**config.mk**
```make
export PLATFORM = sky130hd
export DESIGN_NAME = imm_extend_pipe
export DESIGN_NICKNAME = d
export VERILOG_FILES = /design/src/rtl/imm_extend_pipe.sv
export SDC_FILE = /design/constraint.sdc
export NUM_CORES = 1
export LEC_CHECK = 0
export BUFFER_PORTS_ARGS = -buffer_cell sky130_fd_sc_hd__buf_2
export CORE_MARGIN = 10
export CORE_UTILIZATION = 58
export DETAILED_ROUTE_END_ITERATION = 10
export PLACE_DENSITY = 0.85
export SLEW_MARGIN = 30
export SYNTH_ARGS = -nofsm -noshare
export SYNTH_HDL_FRONTEND = slang
export SYNTH_SLANG_ARGS = --single-unit
```
**constraint.sdc**
```tcl
create_clock -name i_clk -period 6.5 [get_ports i_clk]
set_clock_uncertainty 0.2 [all_clocks]
set_input_delay 0.325 -clock i_clk [delete_from_list [all_inputs] [get_ports i_clk]]
set_output_delay 0.325 -clock i_clk [all_outputs]
set_load 0.005 [all_outputs]
```
**src/rtl/imm_extend_pipe.sv**
```systemverilog
// Pipelined RISC-V immediate extender behind a 2-entry valid/ready skid buffer.
// Optional CSR-immediate format 8 enabled by defining IMMGEN_ZICSR_EN.
module imm_extend_pipe #(
   parameter int XLEN  = 32,
   parameter int TAG_W = 8
) (
   input  logic             i_clk,
   input  logic             i_rst,
   input  logic             i_flush,
   input  logic             i_valid,
   output logic             o_ready,
   input  logic [31:0]      i_inst,
   input  logic [3:0]       i_immSrc,
   input  logic [TAG_W-1:0] i_tag,
   output logic             o_valid,
   input  logic             i_ready,
   output logic [XLEN-1:0]  o_immExt,
   output logic [TAG_W-1:0] o_tag,
   output logic             o_illegal
);

   typedef enum logic [1:0] {
      EMPTY,
      ONE,
      FULL
   } bufState_t;

   typedef struct packed {
      logic [XLEN-1:0]  imm;
      logic [TAG_W-1:0] tag;
      logic             illegal;
   } entry_t;

   bufState_t state;
   entry_t    head;
   entry_t    tail;
   entry_t    newEntry;

   logic [31:0] imm32;
   logic        newIllegal;
   logic        sgn;
   logic        push;
   logic        pop;
   logic        unusedOpcode;

   assign sgn          = i_inst[31];
   assign unusedOpcode = ^i_inst[6:0];

   // Every format fits in 32 bits sign-correct, so widening is one cast.
   always_comb begin
      imm32      = '0;
      newIllegal = 1'b0;
      unique case (i_immSrc)
         4'd0, 4'd1, 4'd6: begin
            imm32 = {{20{sgn}}, i_inst[31:20]};
         end
         4'd2: begin
            if (XLEN == 64) begin
               imm32 = {26'b0, i_inst[25:20]};
            end else begin
               imm32      = {27'b0, i_inst[24:20]};
               newIllegal = i_inst[25];
            end
         end
         4'd3: begin
            imm32 = {{20{sgn}}, i_inst[31:25], i_inst[11:7]};
         end
         4'd4: begin
            imm32 = {i_inst[31:12], 12'b0};
         end
         4'd5: begin
            imm32 = {{19{sgn}}, i_inst[31], i_inst[7],
                     i_inst[30:25], i_inst[11:8], 1'b0};
         end
         4'd7: begin
            imm32 = {{11{sgn}}, i_inst[31], i_inst[19:12],
                     i_inst[20], i_inst[30:21], 1'b0};
         end
`ifdef IMMGEN_ZICSR_EN
         4'd8: begin
            imm32 = {27'b0, i_inst[19:15]};
         end
`endif
         default: begin
            imm32      = '0;
            newIllegal = 1'b1;
         end
      endcase
   end

   always_comb begin
      newEntry         = '0;
      newEntry.imm     = XLEN'($signed(imm32));
      newEntry.tag     = i_tag;
      newEntry.illegal = newIllegal;
   end

   assign o_ready   = (state != FULL);
   assign o_valid   = (state != EMPTY);
   assign o_immExt  = head.imm;
   assign o_tag     = head.tag;
   assign o_illegal = head.illegal;

   assign push = i_valid & o_ready;
   assign pop  = o_valid & i_ready;

   always_ff @(posedge i_clk or posedge i_rst) begin
      if (i_rst) begin
         state <= EMPTY;
         head  <= '0;
         tail  <= '0;
      end else if (i_flush) begin
         state <= EMPTY;
         head  <= '0;
         tail  <= '0;
      end else begin
         unique case (state)
            EMPTY: begin
               if (push) begin
                  head  <= newEntry;
                  state <= ONE;
               end
            end
            ONE: begin
               if (push && !pop) begin
                  tail  <= newEntry;
                  state <= FULL;
               end else if (pop && !push) begin
                  state <= EMPTY;
               end else if (push && pop) begin
                  head <= newEntry;
               end
            end
            FULL: begin
               if (pop) begin
                  head  <= tail;
                  tail  <= '0;
                  state <= ONE;
               end
            end
            default: begin
               state <= EMPTY;
            end
         endcase
      end
   end

endmodule
```
==> flow_summary.yaml, run 1 <==
logic_synthesis:
  yosys_warnings: 0
  yosysTopAreaCell: "dfrtp_1"
  yosysTopAreaCellShare_pct: 51.5
  synth_fp_nets: 455
  syn_avg_cell_area_sq_um: 10.0
  synthArstFlopShare_pct: 100
  ys_seq_area_share_pct: 51.5
  synth_top_flop_cell: "dfrtp_1"
  synth-edff-count: 0
  yosys-top-cells-area: "dfrtp_1, mux2_1, o21ai_0"
  netlist_top_cells_count: "dfrtp_1, nand2_1, o21ai_0, a21oi_1, inv_1"
  synth-seq-cells: 84
  synth_most_common_cell: "dfrtp_1"
  postSynthCellCount: 406
  syn_area_sq_mm: 0.00408
  synth.distinct_cells: 41
worst_setup_path:
  path_delay_family: "buffers and inverters"
  cp-end-kind: "flip-flop"
  slowest_delay_ns: 0.53
  startpoint_type: "input port"
  crit_type: "in2reg"
  rrSetupSlack_ns: 3.97
  crit_arrival_ns: 2.68
  crit_chain: "dlygate4sd3_1 -> buf_2 -> nand2_1 -> o221a_2 -> buf_4 -> mux2_2"
  cp.required_ns: 6.53
  path_buf_inv: 3
  cpMaxStageDelayCell: "dlygate4sd3_1"
  cp_max_fo: 45
timing:
  max_freq_mhz: 378
  tns_ns: 0
  setup_viol: 0
  drv_slew: 0
  rsz0062_at_grt: "false"
  slew_headroom_pct: 43.1
  tightest_slew_ns: 0.848
  post-route-period-util_pct: 40.7
  hold_violations: 0
  whs_ns: 0.0143
  finalCriticalPeriod_ns: 2.65
clocking:
  cts_resized: 0
  cts.sinks: 84
  h-tree-depth: 3
  path_clk_slew_ns: 0.09
  cts_inserted_buffers: 9
  cts_buffer_depth: 2
  cts_setup_buffers: 0
  cts_root_buf: "clkbuf_8"
  clk_latency_ns: 0.35
  cts_tree: "built"
floorplanning:
  die_w_um: 104
  die_area_sq_mm: 0.0108
  fp.dieH_um: 104
  rows: 30
  core_sq_mm: 0.00683
  initial_utilization_pct: 59.7
  ios: 92
global_route:
  grt_overflow: 0
  grt_pass1_wl_um: 16900
  grt_pass1_vias: 3398
  antenna_found_initial: 0
  grt_usage_pct: 18.5
  grt_max_degree: 85
min_path:
  hold_class: "in2reg"
drt:
  first_pass_iters: 6
  ant_nets: 0
  drc: 0
  routed_wl_um: 10100
  dr.first_iter.drc_count: 221
  vias: 3364
  via_per_inst: 5.81
  wl_per_cell_um: 17.5
placed_design:
  routabilityCongestion: 0.851
  dpl_cell_area_sq_mm: 0.00451
  port_buffers: 84
  dpl.hpwl_um: 7140
cells_and_area:
  nets: 527
  n_antenna_cell: 0
  area_growth_syn_to_layout_pct: 16.7
  drive_gt1_share_pct: 27.1
  final_cell_area_sq_mm: 0.00476
power_and_ir_drop:
  power_density_mw_per_mm2: 254
  ir_drop_v: 0.000177
  power.leakage_nw: 2.48
run_status:
  status: "complete, no violations"
run:
  timing.max_cap.violations: 0
-- final timing paths --
kind                                 startpoint                        to  cells past startpoint
max                                     i_ready      tail[31]$_DFFE_PP0P_                      6
min                                    i_tag[1]       tail[2]$_DFFE_PP0P_                      3
max reg2reg                state[1]$_DFFE_PP0P_      tail[31]$_DFFE_PP0P_                      4
min reg2reg                o_tag[5]$_DFFE_PP0P_      o_tag[5]$_DFFE_PP0P_                      2
max in group asynchronous                 i_rst  o_immExt[23]$_DFFE_PP0P_                      4
min in group asynchronous                 i_rst      tail[16]$_DFFE_PP0P_                      4
-- cell type report --
cell class | count | area [sq um]
Clock buffer | 11 | 151
Sequential cell | 84 | 2100
Inverter | 26 | 98.8
Fill cell | 544 | 2070
Multi-Input combinational cell | 266 | 1730
Tap cell | 96 | 120
Timing Repair Buffer | 91 | 482
Clock inverter | 5 | 83.8
-- registers in the layout (all words and copies together) (netlist names) --
signal,cells
o_tag,8
o_immExt,32
tail,41
o_illegal,1
state,2
-- repair_timing --
action	CTS	global route
endpoints found under the hold margin	50	0
hold buffers	2	0
setup endpoints to repair	0	0
-- cell families after synthesis --
logic type	count (synthesis)	share of synthesized area [%]
mux	31	8.28
compound gates	144	23.5
buf+inv	56	6.19
simple gates	90	10.1
flops	84	51.5
xor+xnor	1	0.399
-- metal layers --
| metal | vias to the layer above | routed length (um) | global-route usage, % |
|---|---|---|---|
| li1 | 1575 | - | - |
| met1 | 1642 | 4410 | 23.6 |
| met2 | 122 | 4950 | 29.8 |
| met3 | 25 | 576 | 4.52 |
| met4 | 0 | 209 | 6.76 |
| met5 | - | 0 | 0 |
-- tightest hold or removal path, delay by kind of cell --
kind | cells | cell delay, ns
compound gates | 1 | 0.06
simple gates | 1 | 0.04
buf+inv | 1 | 0.10
-- report_power, final --
part | switching [mW] | leakage (nW) | internal (mW) | total (mW)
Combinational | 0.109 | 1.26 | 0.0794 | 0.189
Sequential | 0.0261 | 1.10 | 0.569 | 0.595
Clock | 0.187 | 0.112 | 0.238 | 0.425
Total | 0.323 | 2.48 | 0.887 | 1.21
-- placed cells by master, fill, tap and decap left out, types with 5 or more instances in the layout --
cell type and instances:
inv_1 25, o21ai_0 37, nand3_1 11, dfrtp_1 84, o31ai_1 8, a21oi_1 36, a21o_1 13, nor2_1 16
o22a_1 21, clkbuf_8 11, nand2_1 48, mux2_2 5, mux2i_1 9, o21ai_2 10, mux2_1 17, a211oi_1 9
buf_2 84
-- through the flow --
step / util (%) / cells / power [mW] / setup slack (ns)
final: 69.7 / 579 / 1.21 / 3.85
after global routing: 69.7 / 579 / 1.27 / 3.72
after CTS: 69.7 / 579 / 1.22 / 3.89
after detailed placement: 66.0 / 561 / 0.794 / 4.02
after global placement: 65.9 / 561 / 0.785 / 4.06
after floorplan: - / 406 / 0.718 / 3.81
No activity file was read; power rests on OpenSTA's default activity.
==> run 2: changes to the inputs <==
--- a/config.mk
+++ b/config.mk
@@ -5,11 +5,12 @@
 export SDC_FILE = /design/constraint.sdc
 export NUM_CORES = 1
 export LEC_CHECK = 0
+export ABC_AREA = 1
 export BUFFER_PORTS_ARGS = -buffer_cell sky130_fd_sc_hd__buf_2
 export CORE_MARGIN = 10
-export CORE_UTILIZATION = 58
+export CORE_UTILIZATION = 50
 export DETAILED_ROUTE_END_ITERATION = 10
-export PLACE_DENSITY = 0.85
+export PLACE_DENSITY = 0.77
 export SLEW_MARGIN = 30
 export SYNTH_ARGS = -nofsm -noshare
 export SYNTH_HDL_FRONTEND = slang
==> constraint.sdc (replaced) <==
create_clock -name i_clk -period 2.35 [get_ports i_clk]
set_clock_uncertainty 0.2 [all_clocks]
set_input_delay 0.1175 -clock i_clk [delete_from_list [all_inputs] [get_ports i_clk]]
set_output_delay 0.1175 -clock i_clk [all_outputs]
set_load 0.005 [all_outputs]
==> flow_summary.yaml, run 2 <==
run_status:
  status: "complete, no violations"
timing:
  hold_violations: 0
  finalCriticalPeriod_ns: 2.09
  drv_slew: 0
  tns_ns: 0
  slew_headroom_pct: 64.8
  rsz0062_at_grt: "false"
  tightest_slew_ns: 0.525
  setup_viol: 0
  layout_setup_ws_ns: 0.257
  post-route-period-util_pct: 89.0
  max_freq_mhz: 478
worst_setup_path:
  crit_arrival_ns: 2.21
  cp.required_ns: 2.47
  cpMostUsedCell: "nand2_1"
  slowest_delay_ns: 0.55
  crit_chain: "dlygate4sd3_1 -> buf_2 -> nor2_1 -> nand2_1 -> nand2_1 -> nand2_1 -> nand2_1 -> dlygate4sd3_1 -> nand2_1 -> nand2_1 -> nand2_1 -> nand2_1"
  cp-end-kind: "flip-flop"
  cp_max_fo: 4
  path_buf_inv: 3
  startpoint_type: "input port"
  cpMaxStageDelayCell: "dlygate4sd3_1"
  path_delay_family: "buffers and inverters"
  crit_type: "in2reg"
logic_synthesis:
  netlist_top_cells_count: "nand2_1, dfrtp_1, inv_1, nor2_1, nand3_1"
  postSynthCellCount: 655
  syn_avg_cell_area_sq_um: 6.96
  synth-edff-count: 0
  synth_top_flop_cell: "dfrtp_1"
  synthArstFlopShare_pct: 100
  ys_seq_area_share_pct: 46.1
  synth_most_common_cell: "nand2_1"
  yosysTopAreaCell: "dfrtp_1"
  yosys-top-cells-area: "dfrtp_1, nand2_1, inv_1"
  yosysTopAreaCellShare_pct: 46.1
  synth_fp_nets: 704
  synth.distinct_cells: 23
  yosys_warnings: 0
  synth-seq-cells: 84
  syn_area_sq_mm: 0.00456
cells_and_area:
  fillerInstances: 775
  layout_common_cells: "nand2_1, buf_2, dfrtp_1, inv_1, nor2_1"
  largest_register_ff_count: 41
  regMostFlops: "tail"
  final_common_cell: "nand2_1"
  n_antenna_cell: 0
  nets: 808
  drive_gt1_share_pct: 16.6
  area_growth_syn_to_layout_pct: 21.6
placed_design:
  routabilityCongestion: 0.857
  port_buffers: 84
  dpl.hpwl_um: 8060
  place_ws_ns: 0.370
global_route:
  grt_usage_pct: 18.3
  grt.met1_usage_pct: 23.7
  grt_overflow: 0
  antenna_found_initial: 1
  grt_pass1_vias: 4179
  grt_max_degree: 85
  grt_pass1_wl_um: 19900
  met2_usage_pct: 29.0
  met3_usage_pct: 5.37
  busiest_layer: "met2"
clocking:
  h-tree-depth: 3
  clk_latency_ns: 0.37
  cts_buffer_depth: 2
  cts.sinks: 84
  cts_tree: "built"
  cts_root_buf: "clkbuf_8"
  path_clk_slew_ns: 0.10
  cts_setup_buffers: 0
  cts_inserted_buffers: 9
floorplanning:
  rows: 34
  die_area_sq_mm: 0.0133
  initial_utilization_pct: 51.7
  die_w_um: 115
  fp.dieH_um: 115
  ios: 92
  core_sq_mm: 0.00881
power_and_ir_drop:
  power_density_mw_per_mm2: 633
  ir_drop_v: 0.000393
  power.leakage_nw: 3.08
  power_mw: 3.51
drt:
  wl_per_cell_um: 13.5
  dr.first_iter.drc_count: 321
  first_pass_iters: 5
  routed_wl_um: 11800
  vias: 4346
  drc: 0
  ant_nets: 0
  via_per_inst: 4.98
run:
  timing.max_cap.violations: 0
min_path:
  hold_class: "in2reg"
-- run 2: logic make-up after synthesis --
group,synth area share [%]
AO/OA/AOI/OAI,8.62
XOR/XNOR,0.192
buffers and inverters,11.2
flip-flops,46.1
AND/OR/NAND/NOR,33.9
-- run 2: per-stage QoR --
| stage | std cells | instance area, sq um | utilization [%] | hold slack, ns |
|---|---|---|---|---|
| after floorplan | 655 | 4560 | - | 0.0252 |
| after global placement | 825 | 5040 | 57.2 | 0.0853 |
| after detailed placement | 825 | 5040 | 57.2 | 0.0806 |
| after CTS | 872 | 5540 | 62.9 | 0.0458 |
| after global routing | 872 | 5540 | 62.9 | 0.106 |
| final | 872 | 5540 | 62.9 | 0.0486 |
-- run 2: worst min-delay path, cell delays in order --
cell and delay, ns:
buf_2 0.09, nand3_1 0.06, nand2_1 0.05, nor2_1 0.04, nand2_1 0.04, nand2_1 0.06, o21ai_1 0.11
-- run 2: worst paths after layout --
path | from | endpoint | slack, ns | depth (start not counted)
worst max-delay path | i_immSrc[3] | o_immExt[0]$_DFFE_PP0P_ | 0.26 | 12
worst min-delay path | i_inst[15] | tail[24]$_DFFE_PP0P_ | 0.05 | 7
worst max register to register | state[1]$_DFFE_PP0P_ | o_tag[2]$_DFFE_PP0P_ | 0.35 | 9
worst min register to register | o_tag[5]$_DFFE_PP0P_ | o_tag[5]$_DFFE_PP0P_ | 0.28 | 2
max in group asynchronous | i_rst | o_immExt[27]$_DFFE_PP0P_ | 1.39 | 4
min in group asynchronous | i_rst | tail[22]$_DFFE_PP0P_ | 0.22 | 4
-- run 2: power breakdown --
part	internal, mW	switching [mW]	total, mW	leakage [nW]
combinational	0.323	0.480	0.803	1.86
sequential	1.60	0.0866	1.69	1.12
clock	0.414	0.598	1.01	0.0986
total	2.34	1.16	3.51	3.08
-- run 2: cell type report --
type	instances	area [sq um]	area share, %
clock buffer	9	124	2.24
inverter	83	315	5.69
timing repair buffer	127	846	15.3
clock inverter	7	66.3	1.20
tap	108	135	2.44
sequential	84	2100	37.9
multi-input combinational	454	1950	35.2
-- run 2: timing repair --
action                     CTS  global route
hold endpoints to repair   133             0
setup endpoints to repair    0            10
gates resized for setup      0             1
hold buffers                31             0
-- run 2: per-layer routing --
layer,wire [um],vias up
li1,-,2200
met1,5410,2006
met2,5520,122
met3,727,16
met4,142,2
met5,17,-
==> run 3: changes to the inputs <==
--- a/config.mk
+++ b/config.mk
@@ -6,7 +6,7 @@
 export NUM_CORES = 1
 export LEC_CHECK = 0
 export ABC_AREA = 1
-export BUFFER_PORTS_ARGS = -buffer_cell sky130_fd_sc_hd__buf_2
+export BUFFER_PORTS_ARGS = -buffer_cell sky130_fd_sc_hd__buf_4
 export CORE_MARGIN = 10
 export CORE_UTILIZATION = 50
 export DETAILED_ROUTE_END_ITERATION = 10
==> flow_summary.yaml, run 3 (same netlist as run 2, synthesis figures left out) <==
run_status:
  status: "complete, no violations"
drt:
  first_pass_iters: 5
  vias: 4396
  routed_wl_um: 11600
  wl_per_cell_um: 13.3
  drc: 0
  via_per_inst: 5.04
  ant_nets: 0
  dr.first_iter.drc_count: 281
worst_setup_path:
  crit_arrival_ns: 2.21
  cpMaxStageDelayCell: "dlygate4sd3_1"
  slowest_delay_ns: 0.54
  cp-end-kind: "flip-flop"
  startpoint_type: "input port"
  path_buf_inv: 3
  rr_startpoint: "state[1]$_DFFE_PP0P_"
  critPathLaunch: "i_immSrc[3]"
  path_delay_family: "buffers and inverters"
  cpMostUsedCell: "nand2_1"
  cp_max_fo: 22
  crit_chain: "dlygate4sd3_1 -> buf_4 -> nor2_4 -> buf_4 -> nand3_1 -> nand2_1 -> nor2_1 -> nand2_1 -> nand2_1 -> a21oi_1"
  cp.required_ns: 2.44
  crit_type: "in2reg"
cells_and_area:
  regArea_sq_mm: 0.00210
  largest_register_ff_count: 41
  area_growth_syn_to_layout_pct: 26.6
  final_cell_area_sq_mm: 0.00577
  nets: 809
  fillerInstances: 767
  layout_common_cells: "nand2_1, buf_4, dfrtp_1, inv_1, nor2_1"
  final_cell_count_no_fill: 873
  drive_gt1_share_pct: 16.7
  n_antenna_cell: 0
  final_core_util_pct: 65.5
  multi_input_area_sq_mm: 0.00195
  final_common_cell: "nand2_1"
  regMostFlops: "tail"
placed_design:
  port_buffers: 84
  dpl.hpwl_um: 8050
  dpl_cell_area_sq_mm: 0.00527
  routabilityCongestion: 0.863
  place_ws_ns: 0.393
  post-place-cells: 826
floorplanning:
  initial_utilization_pct: 51.7
  fp.dieH_um: 115
  die_w_um: 115
  rows: 34
  ios: 92
  die_area_sq_mm: 0.0133
  core_sq_mm: 0.00881
power_and_ir_drop:
  power_density_mw_per_mm2: 625
  power_mw: 3.61
  ir_drop_v: 0.000359
  power.leakage_nw: 3.13
timing:
  slew_headroom_pct: 67.7
  tns_ns: 0
  drv_slew: 0
  setup_viol: 0
  rsz0062_at_grt: "false"
  max_freq_mhz: 472
  layout_setup_ws_ns: 0.230
  hold_violations: 0
  tightest_slew_ns: 0.482
  whs_ns: 0.0494
  post-route-period-util_pct: 90.2
  finalCriticalPeriod_ns: 2.12
global_route:
  grt_pass1_wl_um: 19900
  grt_pass1_vias: 4226
  grt_max_degree: 85
  antenna_found_initial: 0
  grt_overflow: 0
  grt_usage_pct: 18.1
clocking:
  cts_root_buf: "clkbuf_8"
  cts_buffer_depth: 2
  h-tree-depth: 3
  cts_inserted_buffers: 9
  cts.sinks: 84
  path_clk_slew_ns: 0.09
  clk_latency_ns: 0.36
  cts_tree: "built"
  cts_setup_buffers: 0
run:
  timing.max_cap.violations: 0
min_path:
  hold_start: "i_immSrc[1]"
  hold_class: "in2reg"
## run 3: metal layers
| metal | track usage, % | wire length, um | vias up |
|---|---|---|---|
| met4 | 5.07 | 119 | 0 |
| met3 | 4.50 | 803 | 13 |
| met5 | 0 | 0 | - |
| met2 | 29.3 | 5440 | 143 |
| li1 | - | - | 2208 |
| met1 | 23.5 | 5270 | 2032 |
## run 3: final cells by class
class	count	area share [%]
clock buffers	9	2.15
inverters	83	5.47
clock inverters	7	1.13
well taps	108	2.34
flip-flops and latches	84	36.4
multi-input cells	454	33.8
repair buffers	128	18.7
## run 3: where the power goes
| part | internal, mW | switching (mW) |
|---|---|---|
| combinational | 0.410 | 0.478 |
| clock | 0.414 | 0.606 |
| sequential | 1.60 | 0.0932 |
## run 3: worst paths after layout
kind | to | slack (ns) | cells past startpoint
setup / recovery | o_immExt[19]$_DFFE_PP0P_ | 0.23 | 10
hold / removal | tail[20]$_DFFE_PP0P_ | 0.05 | 6
setup reg to reg | o_immExt[23]$_DFFE_PP0P_ | 0.37 | 6
hold reg to reg | tail[19]$_DFFE_PP0P_ | 0.29 | 2
max in group asynchronous | o_immExt[20]$_DFFE_PP0P_ | 1.37 | 4
min in group asynchronous | tail[22]$_DFFE_PP0P_ | 0.23 | 4
## run 3: worst register-to-register path, stage by stage (launching register included)
cell	delay, ns
dfrtp_1	0.51
a21oi_2	0.28
inv_2	0.07
nor2_4	0.33
buf_4	0.24
nand2_1	0.09
a21boi_1	0.18
## run 3: repair_timing
item                       4_1_cts  5_1_grt
hold buffers                    31        0
hold endpoints to repair       136        0
setup endpoints to repair        0       11
resized for setup                0        1
